[config.mk]
export PLATFORM = sky130hd
export DESIGN_NAME = mem_access_sched_flat
export DESIGN_NICKNAME = d
export VERILOG_FILES = /design/src/rtl/mem_pkg.sv /design/src/rtl/mem_access_sched_if.sv /design/src/rtl/mem_access_sched_rr_arb2.sv /design/src/rtl/mem_access_sched.sv /design/src/flat_wrapper.sv
export SDC_FILE = /design/constraint.sdc
export NUM_CORES = 1
export LEC_CHECK = 0
export CORE_MARGIN = 10
export CORE_UTILIZATION = 43
export CTS_BUF_LIST = sky130_fd_sc_hd__clkbuf_4 sky130_fd_sc_hd__clkbuf_8 sky130_fd_sc_hd__clkbuf_16
export CTS_CLUSTER_DIAMETER = 120
export DETAILED_ROUTE_END_ITERATION = 8
export HOLD_SLACK_MARGIN = 0.02
export PLACE_DENSITY_LB_ADDON = 0.3
export SLEW_MARGIN = 20
export SYNTH_ARGS = -nofsm -noshare
export SYNTH_HDL_FRONTEND = slang
export SYNTH_HIERARCHICAL = 1
export SYNTH_SLANG_ARGS = --single-unit
[constraint.sdc]
create_clock -name clk -period 2.2 [get_ports clk]
set_clock_uncertainty 0.15 [all_clocks]
set_input_delay 0.22 -clock clk [delete_from_list [all_inputs] [get_ports clk]]
set_output_delay 0.22 -clock clk [all_outputs]
set_load 0.1 [all_outputs]
[src/rtl/mem_pkg.sv]
// Shared constants and types for the memory access scheduler.
// Widths here are the defaults; instances may override them.
package mem_pkg;

   localparam int ADDR_W       = 8;
   localparam int DATA_W       = 32;
   localparam int MAX_MEM_SIZE = 128;
   localparam int LEN_W        = 8;

   localparam int REQ_IMG = 0;
   localparam int REQ_FLT = 1;

   typedef enum logic [1:0] {
      IDLE  = 2'd0,
      BURST = 2'd1,
      WB    = 2'd2
   } state_e;

endpackage

[src/rtl/mem_access_sched_if.sv]
// Loader, write-back and memory-side signals of the scheduler.
// slave: the scheduler; master: loaders plus memory.
interface mem_access_sched_if #(
   parameter int ADDR_W = mem_pkg::ADDR_W,
   parameter int DATA_W = mem_pkg::DATA_W,
   parameter int LEN_W  = mem_pkg::LEN_W
);

   logic [1:0]        req;
   logic [ADDR_W-1:0] base0;
   logic [ADDR_W-1:0] base1;
   logic [LEN_W-1:0]  len0;
   logic [LEN_W-1:0]  len1;
   logic [1:0]        gnt;
   logic [1:0]        rvalid;
   logic [DATA_W-1:0] rdata;
   logic              rlast;
   logic              wb_req;
   logic              wb_ack;
   logic [ADDR_W-1:0] mem_rd_adr;
   logic [DATA_W-1:0] mem_rd_data;
   logic              mem_write_en;
   logic              busy;
   logic              err;

   modport slave (
      input  req, base0, base1, len0, len1,
      input  wb_req, mem_rd_data,
      output gnt, rvalid, rdata, rlast, wb_ack,
      output mem_rd_adr, mem_write_en, busy, err
   );

   modport master (
      output req, base0, base1, len0, len1,
      output wb_req, mem_rd_data,
      input  gnt, rvalid, rdata, rlast, wb_ack,
      input  mem_rd_adr, mem_write_en, busy, err
   );

endinterface

[src/rtl/mem_access_sched_rr_arb2.sv]
// Two-way round-robin arbiter; on advance the
// requester that did not win takes priority.
module rr_arb2 (
   input  logic       clk,
   input  logic       rst_n,
   input  logic [1:0] req_i,
   input  logic       adv_i,
   output logic [1:0] gnt_o
);

   logic prio_q;

   always_comb begin
      gnt_o = req_i;
      if (req_i == 2'b11) begin
         gnt_o = prio_q ? 2'b10 : 2'b01;
      end
   end

   always_ff @(posedge clk or negedge rst_n) begin
      if (!rst_n) begin
         prio_q <= 1'b0;
      end else if (adv_i) begin
         prio_q <= gnt_o[0];
      end
   end

endmodule

[src/rtl/mem_access_sched.sv]
// Burst-read / write-back scheduler for the single-port image memory.
// Define MEM_ACCESS_SCHED_BOUNDS_CHK_EN to reject bursts past MAX_MEM_SIZE.
module mem_access_sched #(
   parameter int ADDR_W       = mem_pkg::ADDR_W,
   parameter int DATA_W       = mem_pkg::DATA_W,
   parameter int MAX_MEM_SIZE = mem_pkg::MAX_MEM_SIZE,
   parameter int LEN_W        = mem_pkg::LEN_W
) (
   input logic               clk,
   input logic               rst_n,
   mem_access_sched_if.slave bus
);

   import mem_pkg::*;

   localparam logic [1:0] S_IDLE  = IDLE;
   localparam logic [1:0] S_BURST = BURST;
   localparam logic [1:0] S_WB    = WB;
   localparam logic [ADDR_W:0] MAX_W = (ADDR_W+1)'(MAX_MEM_SIZE);

   logic [1:0]        state_q, state_d;
   logic [ADDR_W-1:0] adr_q, adr_d;
   logic [LEN_W-1:0]  cnt_q, cnt_d;
   logic              own_q, own_d;
   logic [1:0]        gnt_q, gnt_d;
   logic [1:0]        rvalid_q, rvalid_d;
   logic [DATA_W-1:0] rdata_q, rdata_d;
   logic              rlast_q, rlast_d;
   logic              wen_q, wen_d;
   logic              ack_q, ack_d;
   logic              err_q, err_d;

   logic [1:0]        elig, win;
   logic              adv, oob;
   logic [ADDR_W-1:0] sel_base, adr_nxt;
   logic [LEN_W-1:0]  sel_len;
   logic [ADDR_W:0]   adr_inc;

   // zero-length requests never compete
   assign elig = bus.req & {|bus.len1, |bus.len0};

   rr_arb2 u_arb (
      .clk   (clk),
      .rst_n (rst_n),
      .req_i (elig),
      .adv_i (adv),
      .gnt_o (win)
   );

   assign sel_base = win[REQ_FLT] ? bus.base1 : bus.base0;
   assign sel_len  = win[REQ_FLT] ? bus.len1  : bus.len0;
   assign adv      = (state_q == S_IDLE) && !bus.wb_req && |win;

   assign adr_inc = {1'b0, adr_q} + (ADDR_W+1)'(1);
   assign adr_nxt = (adr_inc >= MAX_W) ? ADDR_W'(adr_inc - MAX_W)
                                       : adr_inc[ADDR_W-1:0];

`ifdef MEM_ACCESS_SCHED_BOUNDS_CHK_EN
   localparam int SW = ADDR_W + LEN_W;
   logic [SW-1:0] span;
   assign span = SW'(sel_base) + SW'(sel_len);
   assign oob  = span > SW'(MAX_MEM_SIZE);
`else
   assign oob = 1'b0;
`endif

   always_comb begin
      state_d  = state_q;
      adr_d    = adr_q;
      cnt_d    = cnt_q;
      own_d    = own_q;
      gnt_d    = '0;
      rvalid_d = '0;
      rdata_d  = rdata_q;
      rlast_d  = 1'b0;
      wen_d    = 1'b0;
      ack_d    = 1'b0;
      err_d    = 1'b0;
      unique case (state_q)
         S_IDLE: begin
            if (bus.wb_req) begin
               state_d = S_WB;
               wen_d   = 1'b1;
            end else if (adv) begin
               gnt_d = win;
               if (oob) begin
                  err_d = 1'b1;
               end else begin
                  state_d = S_BURST;
                  adr_d   = sel_base;
                  cnt_d   = sel_len;
                  own_d   = win[REQ_FLT];
               end
            end
         end
         S_BURST: begin
            rvalid_d[own_q] = 1'b1;
            rdata_d         = bus.mem_rd_data;
            if (cnt_q == LEN_W'(1)) begin
               rlast_d = 1'b1;
               state_d = S_IDLE;
            end else begin
               cnt_d = cnt_q - LEN_W'(1);
               adr_d = adr_nxt;
            end
         end
         S_WB: begin
            ack_d   = 1'b1;
            state_d = S_IDLE;
         end
         default: state_d = S_IDLE;
      endcase
   end

   // write strobe comes straight from a flop so the memory sees no glitch
   always_ff @(posedge clk or negedge rst_n) begin
      if (!rst_n) begin
         state_q  <= S_IDLE;
         adr_q    <= '0;
         cnt_q    <= '0;
         own_q    <= 1'b0;
         gnt_q    <= '0;
         rvalid_q <= '0;
         rdata_q  <= '0;
         rlast_q  <= 1'b0;
         wen_q    <= 1'b0;
         ack_q    <= 1'b0;
         err_q    <= 1'b0;
      end else begin
         state_q  <= state_d;
         adr_q    <= adr_d;
         cnt_q    <= cnt_d;
         own_q    <= own_d;
         gnt_q    <= gnt_d;
         rvalid_q <= rvalid_d;
         rdata_q  <= rdata_d;
         rlast_q  <= rlast_d;
         wen_q    <= wen_d;
         ack_q    <= ack_d;
         err_q    <= err_d;
      end
   end

   assign bus.gnt          = gnt_q;
   assign bus.rvalid       = rvalid_q;
   assign bus.rdata        = rdata_q;
   assign bus.rlast        = rlast_q;
   assign bus.wb_ack       = ack_q;
   assign bus.mem_rd_adr   = adr_q;
   assign bus.mem_write_en = wen_q;
   assign bus.busy         = state_q != S_IDLE;
   assign bus.err          = err_q;

endmodule

[src/flat_wrapper.sv]
// flat-port wrapper written by rule: the top's interface ports become plain ports
module mem_access_sched_flat import mem_pkg::*;
#(
   parameter int ADDR_W       = mem_pkg::ADDR_W,
   parameter int DATA_W       = mem_pkg::DATA_W,
   parameter int MAX_MEM_SIZE = mem_pkg::MAX_MEM_SIZE,
   parameter int LEN_W        = mem_pkg::LEN_W
)
  (clk, rst_n, bus_req, bus_base0, bus_base1, bus_len0, bus_len1, bus_wb_req, bus_mem_rd_data, bus_gnt, bus_rvalid, bus_rdata, bus_rlast, bus_wb_ack, bus_mem_rd_adr, bus_mem_write_en, bus_busy, bus_err);
  mem_access_sched_if #(.ADDR_W(ADDR_W), .DATA_W(DATA_W), .LEN_W(LEN_W)) bus_i ();
  input logic clk;
  input logic rst_n;
  input wire logic [$bits(bus_i.req)-1:0] bus_req;
  input wire logic [$bits(bus_i.base0)-1:0] bus_base0;
  input wire logic [$bits(bus_i.base1)-1:0] bus_base1;
  input wire logic [$bits(bus_i.len0)-1:0] bus_len0;
  input wire logic [$bits(bus_i.len1)-1:0] bus_len1;
  input wire logic [$bits(bus_i.wb_req)-1:0] bus_wb_req;
  input wire logic [$bits(bus_i.mem_rd_data)-1:0] bus_mem_rd_data;
  output wire logic [$bits(bus_i.gnt)-1:0] bus_gnt;
  output wire logic [$bits(bus_i.rvalid)-1:0] bus_rvalid;
  output wire logic [$bits(bus_i.rdata)-1:0] bus_rdata;
  output wire logic [$bits(bus_i.rlast)-1:0] bus_rlast;
  output wire logic [$bits(bus_i.wb_ack)-1:0] bus_wb_ack;
  output wire logic [$bits(bus_i.mem_rd_adr)-1:0] bus_mem_rd_adr;
  output wire logic [$bits(bus_i.mem_write_en)-1:0] bus_mem_write_en;
  output wire logic [$bits(bus_i.busy)-1:0] bus_busy;
  output wire logic [$bits(bus_i.err)-1:0] bus_err;
  assign bus_i.req = bus_req;
  assign bus_i.base0 = bus_base0;
  assign bus_i.base1 = bus_base1;
  assign bus_i.len0 = bus_len0;
  assign bus_i.len1 = bus_len1;
  assign bus_i.wb_req = bus_wb_req;
  assign bus_i.mem_rd_data = bus_mem_rd_data;
  assign bus_gnt = bus_i.gnt;
  assign bus_rvalid = bus_i.rvalid;
  assign bus_rdata = bus_i.rdata;
  assign bus_rlast = bus_i.rlast;
  assign bus_wb_ack = bus_i.wb_ack;
  assign bus_mem_rd_adr = bus_i.mem_rd_adr;
  assign bus_mem_write_en = bus_i.mem_write_en;
  assign bus_busy = bus_i.busy;
  assign bus_err = bus_i.err;
  mem_access_sched #(.ADDR_W(ADDR_W), .DATA_W(DATA_W), .MAX_MEM_SIZE(MAX_MEM_SIZE), .LEN_W(LEN_W)) u_core (.clk(clk), .rst_n(rst_n), .bus(bus_i));
endmodule
Yosys cells after proc, flatten, opt, wreduce, memory -nomap -nowiden
Cells that the tools add are included.
Storage, ports and cells
  register bits after elaboration: 59
  output and inout port bits: 49
  input port bits: 69
Operators by class
  $add $sub $neg: 3
  equality and inequality tests: 9
  magnitude comparators: 3
  bitwise logic cells: 2
  reductions and logical operators: 13
  mux-type cells: 28
Operators with widths (number)
  $mux 8: 9
  $pmux 8 s2: 2
  $mux 2: 9
  $reduce_or 8->1: 2
  $add 8x1->9 const B: 1
  $ge 9x8->1 const B: 1
  $eq 8x1->1 const B: 1
  $sub 8x1->8 const B: 1
  $sub 8x8->8 const B: 1
  $mux 1: 6
  $eq 2x2->1 const B: 2
  $ne 2x1->1 const B: 2
  $ne 2x2->1 const B: 2
  $pmux 2 s2: 1
  $reduce_and 4->1: 1
  $reduce_bool 2->1: 2
  $logic_and 1x1->1: 3
  $ne 3x2->1 const B: 1
  $reduce_and 3->1: 1
  $and 2x2->2: 1
  $eq 2x1->1 const B: 1
  $logic_not 2->1: 1
  $lt 1x2->1 const B: 1
  $reduce_and 2->1: 1
  5 further kinds: 5

Longest topological paths before layout
  depth in word-level cells: 9
  mapped depth: 9
  gate-level depth less buffers: 8

Modules after synthesis
Netlist, hierarchy kept.
By module, submodules not included
  mem_access_sched: times used 1, cells an instance 301, area an instance 2786.4 um^2
  rr_arb2: times used 1, cells an instance 5, area an instance 62.6 um^2

Worst setup path before layout
Ideal clock, no wire load.
  path kind: flip-flop to flip-flop
  start point: reg u_core.adr_q[0] (netlist: u_core/bus.mem_rd_adr[0])
  end point: reg u_core.adr_q[6] (netlist: u_core/bus.mem_rd_adr[6])
  cell stages (with the launch flop): 6
  data arrival time: 1.950 ns
  period minus slack after synthesis: 2.231 ns
  setup slack: -0.031 ns
  cells stage by stage: dfrtp_1 -> ha_1 -> nand2_1 -> or3_1 -> o21ai_0 -> a22oi_1
On the way
  longest elaborated chain between the ends: 5
  elaborated cells on any way between the ends: 6
  classes of those cells: 2 x add/sub; 1 x order compare; 3 x mux
Ends and longest elaborated chain
  start, declared: RTL line mem_access_sched.sv:22  | logic [ADDR_W-1:0] adr_q, adr_d;
  start signal, assigned: RTL line mem_access_sched.sv:131  | adr_q <= adr_d;
  $add 8x1->9 *: RTL line mem_access_sched.sv:54  | assign adr_inc = {1'b0, adr_q} + (ADDR_W+1)'(1);
  $sub 8x8->8 or $ge 9x8->1 (tied branches): RTL line mem_access_sched.sv:55  | assign adr_nxt = (adr_inc >= MAX_W) ? ADDR_W'(adr_inc - MAX_W)
  $mux 8 *: RTL line mem_access_sched.sv:55
  $mux 8 *: RTL line mem_access_sched.sv:99  | if (cnt_q == LEN_W'(1)) begin
  $pmux 8 s2 *: RTL line mem_access_sched.sv:79  | unique case (state_q)
Every way passes the cells marked *; elsewhere a longest branch is shown, timed or not. The select of a mux whose other input is x is not followed.
A chain may end at the register's enable or synchronous reset.

Worst setup path after layout
  start point: in bus_len1[6]
  end point: reg u_core.cnt_q[7]
On the way
  longest elaborated chain between the ends: 8
  elaborated cells on any way between the ends: 12
  classes of those cells: 2 x eq/ne; 5 x mux; 1 x bitwise; 4 x reduce/logical
Ends and longest elaborated chain
  start, declared: RTL line flat_wrapper.sv:17  | input wire logic [$bits(bus_i.len1)-1:0] bus_len1;
  $reduce_or 8->1 *: RTL line mem_access_sched.sv:40  | assign elig = bus.req & {|bus.len1, |bus.len0};
  $and 2x2->2 *: RTL line mem_access_sched.sv:40
  net u_core.elig[1]: RTL line mem_access_sched.sv:33  | logic [1:0] elig, win;
  $eq 2x2->1: RTL line mem_access_sched_rr_arb2.sv:15  | if (req_i == 2'b11) begin
  $mux 2 *: RTL line mem_access_sched_rr_arb2.sv:15
  net u_core.win[1]: RTL line mem_access_sched.sv:33
  $mux 8 or $reduce_or 2->1 (tied branches): RTL line mem_access_sched.sv:51, mem_access_sched.sv:52
  $mux 8 or $logic_and 1x1->1 (tied branches): RTL line mem_access_sched.sv:84, mem_access_sched.sv:52
  $mux 8 or $ne 2x1->1 (tied branches)
  $pmux 8 s2 or $reduce_and 4->1 (tied branches)
  end signal, assigned: RTL line mem_access_sched.sv:132  | cnt_q <= cnt_d;
  end, declared: RTL line mem_access_sched.sv:23  | logic [LEN_W-1:0] cnt_q, cnt_d;
Mark *: on every way through the listed nets, which the timed path passes. The rest lies on a longest branch. The select of a mux whose other input is x is not followed.

==> impl_summary.md <==
Outcome
The flow ran to the end, and the final reports show no timing, DRC or antenna violations.

Die
The die footprint is 10,300 sq um. The die height is 101 um. Measured along the x axis, the die boundary spans 101 um.

For this configuration, the core starts out at a cell density of approximately 45%. The placement row count is 29. 118 I/O pins were placed. The core area is 6390 sq um.

STA
The top achievable clock speed is 461 MHz. Headroom to the max-slew limit came out at between 60% and 70%. At the pin with the least slew margin, the transition time is 0.525 ns.

The number of hold violations in the final report is 0. The portion of the clock cycle consumed by the worst path in the final layout is 98.7%. The final count of pins violating max slew was 0. Setup violations remaining at the end of the flow were counted as 0. The worst path needs 2.17 ns of the cycle, external delays included.

Synth
By area the synthesized netlist is led by dfrtp_1 52%, nand2_1 14%, mux2i_1 4.2%, o22ai_1 2.4%, buf_2 1.8%. The portion of the post-synthesis area used by sequential elements is 51.8%. The share of the synthesized area in the top cell type is a little over 50%. In the synthesized netlist the async set-or-reset flop fraction comes to 100%. A synthesized cell averages 9.31 sq um. The cell count after synthesis is 306. The library cell occupying the most area in the post-synthesis netlist is dfrtp_1.

When the netlist entered floorplanning its net count stood at 378. For this run, the leading register cell type out of synthesis is dfrtp_1. The post-synthesis instance area is 2850 sq um.

The Yosys step of the flow raised 6 warnings. The commonest cells after synthesis are 106 x nand2_1, 59 x dfrtp_1, 13 x nor2_1. The post-synthesis sequential element count is 59. The number of flops mapped to enable cells by yosys is 0. The synthesized netlist contains 51 unique library cells. nand2_1 is the most common cell in the netlist.

Critical path
In this run the critical register-to-register path is launched from u_core/cnt_q[1]. Along the worst path, the maximum fanout reaches 6. The required time reported for the critical path endpoint is 2.26 ns.

For this design, the slowest cell found on the critical path is clkdlybuf4s50_1. The reg-to-reg setup timing slack is 0.21 ns. Together, buffers and inverters on the worst path number 4. The worst setup path startpoint is bus_len1[6]. The type of origin of the critical path is a primary input. STA puts the critical path data arrival time at 2.23 ns.

Grouping stages by cell kind, the critical path spends the most delay in compound AO/OA/AOI/OAI gates. The delay of the slowest cell on the worst path is approximately 0.42 ns. The type of destination of the critical path is a flop.

The critical path is of the primary input to flop type. Walking the worst path, the cells encountered are clkdlybuf4s50_1 > nor4_1 > a21boi_2 > a21boi_2 > buf_4 > o21ai_4 > inv_4 > nor2_8 > inv_4 > a221o_1.

Clock network
Clock tree synthesis inserted a total of 9 buffers. The number of buffers on the longest clock path is 2. For the worst-skew pair, the clock arrives at the later sink with an insertion delay of ~0.32 ns. The H-tree was split into 3 levels.

Clock-pin slew was measured on the worst setup and hold paths at 0.06 ns. TritonCTS built the clock tree. In this run the clock root is driven by a clkbuf_8. The count of clock tree sinks is 59.

GRT
The number of antenna violations at the first check in global routing is 0. The total overflow left after global routing is 0. The pin count of the biggest net entering global routing is 30. The first-pass GRT wire length is roughly 14,000 um.

The via count of the first global-routing pass came to 2,735. The total routing usage reported by global routing is 16.7%.

Placed design
The number of buffers added on ports is 116. At the end of routability-driven placement, the weighted congestion stood at 0.895. Once detailed placement completed, the half-perimeter wirelength came to 6850 um.

Cells and area
The count of antenna diodes in the layout is 0. The area growth from synthesis to layout is 55.7%. Cells fill 69.5% of the core in the end.

The multi-input combinational cells in the finished layout cover a total of 1310 sq um. Of the cells placed in the final design, the portion with a size suffix greater than 1 is 26.1%. The net total in the final layout is 516.

The filler cells instantiated in the layout total just over 500. Registers take ~1500 sq um.

Worst hold path
The worst hold path startpoint is bus_len1[7]. The path type of the worst min-delay path is primary input to flop.

Drt
The routed length per instance is 17.1 um. The total length of routed wires is 8980 um. The detailed router placed 2,700 vias in this run.

The via density per instance is between 5 and 6. The number of DRC violations after detailed routing is 0. The total iterations of the first detailed-routing run is 5. The DRC violation total after the first TritonRoute iteration is 144.

The remaining antenna violation count is 0.

Job
Across the run, the number of max-cap violations was 0.
## layout make-up
| type | instances | share of cell area [%] |
|---|---|---|
| Tap cell | 77 | 2.17 |
| Clock inverter | 5 | 1.75 |
| Timing Repair Buffer | 144 | 28.9 |
| Sequential cell | 59 | 33.3 |
| Clock buffer | 10 | 3.10 |
| Inverter | 12 | 1.13 |
| Multi-Input combinational cell | 218 | 29.6 |
## per-stage QoR
step	worst slack (ns)	setup TNS (ns)	cell area, sq um	std cells	hold WS (ns)
2_1_floorplan	0.164	0	2850	306	-0.226
3_3_place_gp	-0.357	-5.45	4090	504	0.0642
3_5_place_dp	-0.435	-6.71	4090	504	0.0691
4_1_cts	0.00212	0	4330	520	0.246
5_1_grt	-0.0187	-0.0315	4440	525	0.257
6_report	0.0286	0	4440	525	0.255
## worst register-to-register path, cell delays in order, from the launching register on
cell	delay (ns)
dfrtp_1	0.38
inv_1	0.09
ha_1	0.19
nor2b_1	0.16
a31oi_4	0.40
o22ai_1	0.14
a221o_1	0.36
## layer usage
layer  vias up  share of wire [%]  track usage, %
met2       103                 49            25.9
li1       1308                  -               -
met3        11                7.9            4.90
met1      1278                 42            21.0
met4         0                1.1            7.18
met5         -                  0               0
## timing repair
action / 4_1_cts / 5_1_grt
setup buffers: 0 / 4
gates cloned: 0 / 1
hold buffers: 1 / 0
hold endpoints to repair: 19 / 0
setup endpoints to repair: 16 / 17
resized for setup: 2 / 13
pin swaps: 1 / 4
## logic make-up after synthesis
group / count (synthesis) / synth area share [%]
other: 1 / 0.132
adders and majority gates: 3 / 1.32
AOI/OAI and AO/OA: 53 / 13.7
DFF: 59 / 51.8
and+or+nand+nor: 144 / 21.9
muxes: 17 / 6.32
buffers and inverters: 29 / 4.74
## flip-flops by register name (all words and copies together), names as in the netlist
| signal | count |
|---|---|
| u_core/own_q | 1 |
| u_core/u_arb/prio_q | 1 |
| u_core/bus.wb_ack | 1 |
| u_core/state_q | 2 |
| u_core/bus.rvalid | 2 |
| u_core/bus.gnt | 2 |
| u_core/cnt_q | 8 |
| u_core/bus.mem_write_en | 1 |
| u_core/bus.rdata | 32 |
| u_core/bus.rlast | 1 |
| u_core/bus.mem_rd_adr | 8 |
## path summary, 6_finish.rpt
kind                                        end  cells after the start
min in group asynchronous       u_core/cnt_q[1]                      2
setup reg to reg                u_core/cnt_q[7]                      6
setup / recovery                u_core/cnt_q[7]                     10
hold reg to reg            u_core/bus.rvalid[0]                      1
max in group asynchronous  u_core/bus.rdata[22]                      3
hold / removal                  u_core/cnt_q[7]                      4
## placed cells by master, fill, tap and decap left out, types with 2 or more instances in the layout
| master | n |
|---|---|
| nand2_1 | 106 |
| buf_4 | 73 |
| clkdlybuf4s50_1 | 65 |
| dfrtp_1 | 57 |
| nor2_1 | 13 |
| mux2i_1 | 12 |
| o22ai_1 | 11 |
| clkbuf_8 | 10 |
| inv_1 | 10 |
| a21oi_1 | 6 |
| o21ai_0 | 5 |
| a21boi_2 | 4 |
| a22o_1 | 4 |
| mux2_2 | 4 |
| or3_1 | 3 |
| a22oi_1 | 3 |
| nor3_1 | 3 |
| ha_1 | 3 |
| bufinv_16 | 2 |
| clkinv_2 | 2 |
| dlymetal6s2s_1 | 2 |
| inv_4 | 2 |
| nor4_4 | 2 |
| nor2b_1 | 2 |
| and2_1 | 2 |
| nand3_1 | 2 |
| o211ai_1 | 2 |
| and3_1 | 2 |
| o2bb2ai_1 | 2 |
| dfrtp_2 | 2 |
Power is not shown: default switching activity piles up to over one toggle a cycle in this logic, so the estimate is an artifact.
==> variant (same flow settings) <==
Build with the macro `MEM_ACCESS_SCHED_BOUNDS_CHK_EN` defined.
--- a/src/rtl/mem_access_sched.sv
+++ b/src/rtl/mem_access_sched.sv
@@ -1,5 +1,7 @@
 // Burst-read / write-back scheduler for the single-port image memory.
 // Define MEM_ACCESS_SCHED_BOUNDS_CHK_EN to reject bursts past MAX_MEM_SIZE.
+`define MEM_ACCESS_SCHED_BOUNDS_CHK_EN
+
 module mem_access_sched #(
    parameter int ADDR_W       = mem_pkg::ADDR_W,
    parameter int DATA_W       = mem_pkg::DATA_W,
Check against the original RTL: not equivalent (a bounded check fails within 4 cycles, from zero or initial values and one cycle with rst_n low).
==> variant against the unedited design <==
  * The flow now finishes with violations (negative setup slack)
  * Sequential share of layout area down 5.3 points
  * Worst setup slack worse by 1.4 ns
  * Design area up 21%
  * Maximum frequency is 39% lower
  * Sequential cell count rose by 1
  * Wire length rose by 29%
  * Die area grew 10%
  * Area after synthesis grew 13%
  * Critical path depth increased by 6
  * Register-to-register slack worse by 1.5 ns
  * Count of clock-buffer cells in the layout increased by 1
==> variant: results (changes against the unedited design) <==
Logic synthesis
  • Top cells by count, synth: nand2_1 (105), dfrtp_1 (60), mux2_2 (17) (was nand2_1 (106), dfrtp_1 (59), nor2_1 (13))
  • XOR/XNOR Fraction of Synth Area: 0.0245 (was 0)
  • Post-Syn Instances: 335 (was 306)
  • Mapped Nets: 417 (was 378)
  • Mux share of post-synthesis cell area: 0.0703 (was 0.0632)
  • Syn avg cell area: 9.62 um2 (was 9.31 um2)
  • Post-Synth Adder-Cell Area: 0.0528 (was 0.0132)
  • Post-synthesis compound-gate area fraction: 0.130 (was 0.137)
  • Sequential area share after synthesis: 0.466 (was 0.518)
  • Synth top area cells: dfrtp_1 (47%), nand2_1 (12%), mux2_2 (5.9%) (was dfrtp_1 (52%), nand2_1 (14%), mux2i_1 (4.2%))

Outcome
  • Failing checks: negative setup slack
  • Status: finished, violations left (was complete, no violations)

Finish
  • Share of post-route cells with drive strength above 1: 0.400 (was 0.261)
  • Design area: 5360 um2 (was 4440 um2)
  • Buffer share of cell area: 0.303 (was 0.289)
  • Layout fillers: 495 (was 505)
  • Final nets: 604 (was 516)
  • Non-clock buffer count in the final layout: 189 (was 144)
  • Final Non-Filler Cells: 626 (was 525)
  • Multi-input gate count: 255 (was 218)
  • Multi-input combinational area share: 0.350 (was 0.296)
  • Sequential share of cell area: 0.280 (was 0.333)
  • CLK BUF: 11 (was 10)

Drt
  • Wirelength per Cell: 18.5 um (was 17.1 um)
  • Via Count: 3320 (was 2700)
  • Starting DRC count in detailed routing: 240 (was 144)

Critical path
  • Worst path slowest cell: fa_2 (was clkdlybuf4s50_1)
  • R2R depth: 14 (was 6)
  • Max incr delay on CP: 0.45 ns (was 0.42 ns)
  • Worst EP arrival: 3.60 ns (was 2.23 ns)
  • Maximum net fanout on the critical path: 8 (was 6)
  • Reg-to-reg critical path endpoint: u_core/cnt_q[0] (was u_core/cnt_q[7])
  • Worst reg2reg startpoint: u_core/u_arb/prio_q (was u_core/cnt_q[1])

Place
  • Port bufs: 117 (was 116)
  • Routability cong.: 0.880 (was 0.895)
  • Dpl cell area: 4790 um2 (was 4090 um2)
  • Cells after DPL: 589 (was 504)

STA
  • Final TNS setup: -23.54 ns (was 0 ns)
  • Setup ws final: -1.33 ns (was 0.0286 ns)
  • Final setup viols: 19 (was 0)
  • Max-slew headroom: 0.582 (was 0.650)
  • Hold slack final: 0.220 ns (was 0.255 ns)

Clock network
  • Post-cts resize count: 105 (was 2)
  • Clock sinks: 60 (was 59)
  • Clk_lat worst skew: 0.34 ns (was 0.32 ns)
  • Clock tree root buffer cell: clkbuf_8 (unchanged)
  • CTS clk-pin slew, worst paths: 0.07 ns

Power and ir drop
  • PnR Total Power: 8.76 mW

Min path
  • Hold crit path type: input pin to asynchronous set/reset pin (was input pin to flop)

Global routing
  • Number of global-route vias before repair: 3474 (was 2735)
  • Global-route wire length before repair: 18500 um (was 13700 um)
  • Largest net degree at the start of global routing: 40 (was 30)
  • All-Layer GR Usage: 0.201 (was 0.167)
==> variant: worst max-delay path by stage <==
stage                               end                start  slack (ns)  depth (start not counted)
2_1_floorplan  u_core/bus.mem_rd_adr[0]          bus_len0[6]       -1.31                         15
3_3_place_gp   u_core/bus.mem_rd_adr[4]          bus_len0[1]       -1.90                         16
3_5_place_dp            u_core/cnt_q[0]          bus_len0[6]       -2.06                         16
4_1_cts                 u_core/cnt_q[0]  u_core/u_arb/prio_q       -1.15                         14
5_1_grt        u_core/bus.mem_rd_adr[0]          bus_len0[5]       -1.44                         16
6_report                u_core/cnt_q[0]          bus_len0[5]       -1.33                         16
==> variant: routing by layer <==
metal | global-route usage | share of wire
met1 | 0.232 | 0.41
met3 | 0.0635 | 0.083
met2 | 0.332 | 0.46
met5 | 0 | 0
met4 | 0.0948 | 0.047
